<file path="config.mk">
export PLATFORM = sky130hd
export DESIGN_NAME = immediate_gen
export DESIGN_NICKNAME = d
export VERILOG_FILES = /design/src/rtl/rv_isa_pkg.sv /design/src/rtl/imm_extract.sv /design/src/rtl/immediate_gen.sv
export SDC_FILE = /design/constraint.sdc
export NUM_CORES = 1
export LEC_CHECK = 0
export ABC_CLOCK_PERIOD_IN_PS = 3350
export CORE_AREA = 10 10 192 194
export DETAILED_ROUTE_END_ITERATION = 7
export DIE_AREA = 0 0 202 204
export GPL_ROUTABILITY_DRIVEN = 0
export PLACE_DENSITY = 0.57
export SLEW_MARGIN = 10
export SYNTH_ARGS = -nofsm -noshare
export SYNTH_HDL_FRONTEND = slang
export SYNTH_SLANG_ARGS = --single-unit
</file>
<file path="constraint.sdc">
create_clock -name clk -period 3.35 [get_ports clk]
set_clock_uncertainty 0.05 [all_clocks]
set_input_delay 0.5025 -clock clk [delete_from_list [all_inputs] [get_ports clk]]
set_output_delay 0.5025 -clock clk [all_outputs]
set_load 0.005 [all_outputs]
</file>
<file path="src/rtl/rv_isa_pkg.sv">
// Shared RV64I ISA definitions: base opcodes and the immediate-format code
// used by the decode stage of the mini-cpu.
package rv_isa_pkg;

    // Base opcodes (instr[6:0]) that carry an immediate.
    localparam logic [6:0] LOAD      = 7'b0000011;
    localparam logic [6:0] OP_IMM    = 7'b0010011;
    localparam logic [6:0] OP_IMM_32 = 7'b0011011;
    localparam logic [6:0] JALR      = 7'b1100111;
    localparam logic [6:0] SYSTEM    = 7'b1110011;
    localparam logic [6:0] STORE     = 7'b0100011;
    localparam logic [6:0] BRANCH    = 7'b1100011;
    localparam logic [6:0] LUI       = 7'b0110111;
    localparam logic [6:0] AUIPC     = 7'b0010111;
    localparam logic [6:0] JAL       = 7'b1101111;

    // Immediate format code; the numeric values are visible on the fmt port.
    typedef enum logic [2:0] {
        FMT_NONE = 3'd0,
        FMT_I    = 3'd1,
        FMT_S    = 3'd2,
        FMT_B    = 3'd3,
        FMT_U    = 3'd4,
        FMT_J    = 3'd5
    } fmt_e;

    // Map an opcode to its immediate format. R-type and anything not listed
    // has no immediate and reports FMT_NONE.
    function automatic fmt_e opcode_to_fmt(input logic [6:0] opcode);
        fmt_e result;
        result = FMT_NONE;
        case (opcode)
            LOAD, OP_IMM, OP_IMM_32, JALR, SYSTEM: result = FMT_I;
            STORE:                                 result = FMT_S;
            BRANCH:                                result = FMT_B;
            LUI, AUIPC:                            result = FMT_U;
            JAL:                                   result = FMT_J;
            default:                               result = FMT_NONE;
        endcase
        return result;
    endfunction

endpackage

</file>
<file path="src/rtl/imm_extract.sv">
// Combinational extraction of the five RV64I immediate formats. Every format
// is produced for every instruction; choosing the right one is left to the
// caller. All values are sign-extended from instr[31] up to xlen bits.
module imm_extract #(
    parameter int xlen = 64
) (
    input  logic [31:7]     word,
    output logic [xlen-1:0] imm_i,
    output logic [xlen-1:0] imm_s,
    output logic [xlen-1:0] imm_b,
    output logic [xlen-1:0] imm_u,
    output logic [xlen-1:0] imm_j
);

    // Raw immediate fields reassembled in their natural bit order before
    // sign extension. The opcode bits are not needed here, hence the port
    // starts at bit 7.
    logic [11:0] raw_i;
    logic [11:0] raw_s;
    logic [12:0] raw_b;
    logic [31:0] raw_u;
    logic [20:0] raw_j;

    // Gather the scattered instruction fields into contiguous immediates.
    always_comb begin
        raw_i = word[31:20];
        raw_s = {word[31:25], word[11:7]};
        raw_b = {word[31], word[7], word[30:25], word[11:8], 1'b0};
        raw_u = {word[31:12], 12'b0};
        raw_j = {word[31], word[19:12], word[20], word[30:21], 1'b0};
    end

    // Sign-extend each field to the datapath width; a size cast of a signed
    // value replicates its top bit, which is instr[31] in every format.
    always_comb begin
        imm_i = xlen'($signed(raw_i));
        imm_s = xlen'($signed(raw_s));
        imm_b = xlen'($signed(raw_b));
        imm_u = xlen'($signed(raw_u));
        imm_j = xlen'($signed(raw_j));
    end

endmodule

</file>
<file path="src/rtl/immediate_gen.sv">
// Immediate generator between fetch and execute: per-format immediates,
// an opcode-selected immediate with its format code, and a one-cycle
// registered copy of the selection for the pipelined datapath.
module immediate_gen
    import rv_isa_pkg::*;
#(
    parameter int xlen = 64
) (
    input  logic            clk,
    input  logic            rst,
    input  logic [xlen-1:0] instr,
    output logic [xlen-1:0] imm_mem,
    output logic [xlen-1:0] imm_branch,
    output logic [xlen-1:0] imm_alu,
    output logic [xlen-1:0] imm_upper,
    output logic [xlen-1:0] imm_jump,
    output logic [xlen-1:0] imm_sel,
    output logic [2:0]      fmt,
    output logic [xlen-1:0] imm_q,
    output logic [2:0]      fmt_q
);

    logic [xlen-1:0] imm_i;
    logic [xlen-1:0] imm_s;
    logic [xlen-1:0] imm_b;
    logic [xlen-1:0] imm_u;
    logic [xlen-1:0] imm_j;
    logic [6:0]      opcode;
    fmt_e            fmt_dec;

    // Only the low 32 bits form an instruction; the upper bits are ignored.
    generate
        if (xlen > 32) begin : g_upper
            logic unused_upper_bits;
            assign unused_upper_bits = ^instr[xlen-1:32];
        end
    endgenerate

    assign opcode = instr[6:0];

    imm_extract #(
        .xlen (xlen)
    ) u_extract (
        .word  (instr[31:7]),
        .imm_i (imm_i),
        .imm_s (imm_s),
        .imm_b (imm_b),
        .imm_u (imm_u),
        .imm_j (imm_j)
    );

    // Per-format outputs; the memory offset switches to S-type only for stores
    // so that loads and everything else see the I-type field.
    always_comb begin
        imm_alu    = imm_i;
        imm_branch = imm_b;
        imm_upper  = imm_u;
        imm_jump   = imm_j;
        imm_mem    = (opcode == STORE) ? imm_s : imm_i;
    end

    // Decode the opcode into a format code.
    always_comb begin
        fmt_dec = opcode_to_fmt(opcode);
        fmt     = fmt_dec;
    end

    // Pick the immediate matching the decoded format; no format means zero.
    always_comb begin
        imm_sel = '0;
        case (fmt_dec)
            FMT_I:   imm_sel = imm_i;
            FMT_S:   imm_sel = imm_s;
            FMT_B:   imm_sel = imm_b;
            FMT_U:   imm_sel = imm_u;
            FMT_J:   imm_sel = imm_j;
            default: imm_sel = '0;
        endcase
    end

    // Pipeline register: captures the selection every cycle, cleared on reset.
    always_ff @(posedge clk) begin
        if (rst) begin
            imm_q <= '0;
            fmt_q <= 3'd0;
        end else begin
            imm_q <= imm_sel;
            fmt_q <= fmt;
        end
    end

endmodule

</file>
==> results.json <==
{
  "p_switching_w": 0.000421,
  "synth_top_area_cell": "buf_4",
  "syn_area_um2": 4470,
  "die_y_um": 204,
  "worstSetupPathType": "in -> out",
  "p_leak_nw": 2.74,
  "rows": 67,
  "cts.clk_slew.worst_paths_ns": 0.05,
  "status": "finished, final reports clean",
  "grt_max_degree": 160,
  "cts.path.max_buffers": 2,
  "synth_ff_type": "dfxtp_1",
  "antenna_found_initial": 2,
  "setup_violations": 0,
  "firstDrtPassIters": 4,
  "p_clk_share_pct": 29.0,
  "synth-edff-count": 0,
  "postLayoutCoreUtil_pct": 22.0,
  "max_freq_ghz": 0.308,
  "final_layout_size_suffix_gt1_share_pct": 7.18,
  "slew_headroom_pct": 54.1,
  "maxCapViolations": 0,
  "cp_max_fo": 5,
  "overflow": 0,
  "synthArstFlopShare_pct": 0,
  "core_um2": 33100,
  "cp-start-kind": "primary input",
  "cts_max_level": 2,
  "ir_drop_v": 0.000167,
  "die_w_um": 202,
  "drc_errors": 0,
  "p_comb_share_pct": 43.5,
  "clockRootBuffer": "clkbuf_16",
  "tritoncts": "done",
  "p_int_w": 0.00112,
  "seq_power_share_pct": 27.6,
  "worstPathRequired_ns": 2.80,
  "wire_per_inst_um": 15.2,
  "dieArea_um2": 41200,
  "fin_nets": 763,
  "tns_ns": 0,
  "wirelength_um": 17400,
  "area_delta_synth_final_pct": 63.1,
  "start_util_pct": 13.5,
  "portBuffers": 473,
  "avgSynthCellArea_um2": 7.87,
  "endpoint_kind": "primary output",
  "critPathArrivalTime_ns": 2.70,
  "yosysUniqueCellTypes": 45,
  "grt_pass1_wl_um": 23900,
  "min_path_type": "in -> reg",
  "dp_hpwl_um": 15100,
  "io_pins": 520,
  "synth_top_area_share_pct": 64.0,
  "postSynthCellCount": 568,
  "slew_violations": 0,
  "postCtsHoldBufs": 0,
  "drtIter0Drc": 119,
  "seq_area_um2": 701,
  "rsz0062_at_grt": "false",
  "numCtsBuffers": 5,
  "p_sw_share_pct": 27.4,
  "p_per_area_nw_per_um2": 211,
  "grt_pass1_vias": 3491,
  "clkSinkCount": 35,
  "grt_util_all_layers_pct": 7.44,
  "worst_slew_pin_slew_ns": 0.683,
  "yosys_warnings": 0,
  "synth_top_cells_by_area": "buf_4, dfxtp_1, nand2_1",
  "via_per_inst": 2.97,
  "vias": 3398,
  "seq_area_frac_synth_pct": 15.7,
  "period_minus_slack_ns": 3.25,
  "multiInputGateArea_um2": 901,
  "fin_crit_sh_pct": 97.1,
  "ys_ff_latch": 35,
  "nFillCells": 3623,
  "ant_nets": 0,
  "finalHoldViolCount": 0
}
state kept, by name, summed over array words and instances, names as in the netlist:
signal	flops
fmt_q	3
imm_q	32
synth_stat cells, types with 2 or more instances:
library cell	count
dfxtp_1	35
nand3_1	3
o21ai_0	3
nor2_1	7
and3_1	2
nand2_1	42
buf_6	3
nor3_1	4
nand2b_1	2
inv_1	3
mux2_2	5
a22o_1	8
nor2b_1	2
buf_4	381
buf_2	3
and2_1	13
a21oi_1	22
clkbuf_1	3
power by group through the flow:
stage	combinational, W	clock [W]	sequential, W
after global placement	0.000681	0	0.000432
final	0.000668	0.000445	0.000424
after floorplan	0.000388	0	0.000434
after detailed placement	0.000684	0	0.000433
after global routing	0.000716	0.000481	0.000424
after CTS	0.000686	0.000466	0.000423
routing by layer:
| layer | global-route usage, % | share of wire [%] | wire, µm |
|---|---|---|---|
| met5 | 0 | 0 | 0 |
| met4 | 1.05 | 0.53 | 92 |
| met3 | 4.61 | 13 | 2290 |
| met2 | 13.8 | 51 | 8880 |
| met1 | 6.92 | 35 | 6160 |
through the flow:
stage	area, µm²	total power [W]	setup slack (ns)	cells	hold WS [ns]
global placement	7140	0.00111	0.115	1137	0.863
finish	7290	0.00154	0.0984	1145	0.549
CTS	7270	0.00158	0.0805	1143	0.546
detailed placement	7140	0.00112	0.0966	1137	0.860
global route	7290	0.00162	0.0124	1145	0.570
floorplan	4520	0.000823	0.311	581	0.574
path summary, 6_finish.rpt:
kind              endpoint       from  depth (start not counted)  slack, ns
max             imm_mem[0]   instr[4]                          5        0.1
min   imm_q[62]$_SDFF_PP0_  instr[31]                          3       0.55
worst max-delay path: stages:
cell and delay, ns:
clkdlybuf4s50_1 0.46, or4b_4 0.60, nor3_4 0.30, mux2_2 0.37, clkdlybuf4s50_1 0.46
layout make-up:
| cell class | instances | area share (%) |
|---|---|---|
| repair buffers | 499 | 68.4 |
| multi-input cells | 153 | 12.4 |
| flip-flops and latches | 35 | 9.61 |
| well taps | 448 | 7.69 |
| clock buffers | 6 | 1.77 |
| inverters | 3 | 0.154 |
| diodes | 1 | 0.0343 |
logic make-up after synthesis:
logic type	synth area share, %
multiplexers	1.82
other	0.0839
AND/OR/NAND/NOR	10.3
XOR/XNOR	0.196
buffers and inverters	65.6
flip-flops	15.7
AO/OA/AOI/OAI	6.38
what timing repair did:
action / CTS / global route
buffers inserted: 0 / 1
gates resized for setup: 0 / 3
endpoints found under the setup margin: 0 / 9
cells in the final DEF (no fill, tap or decap), types with 2 or more instances in the layout:
cell type and n:
and3_1 2, inv_1 3, conb_1 14, o21ai_0 3
a22o_1 8, nor2_1 6, clkdlybuf4s50_1 470, clkbuf_16 5
and2_1 13, dlymetal6s2s_1 2, nor3_1 4, nand2_1 42
buf_4 22, a21oi_1 22, nand3_1 3, nand2b_1 2
buf_12 4, nor2b_1 2, mux2_2 5, dfxtp_1 35
(Power assumes the default switching activity.)
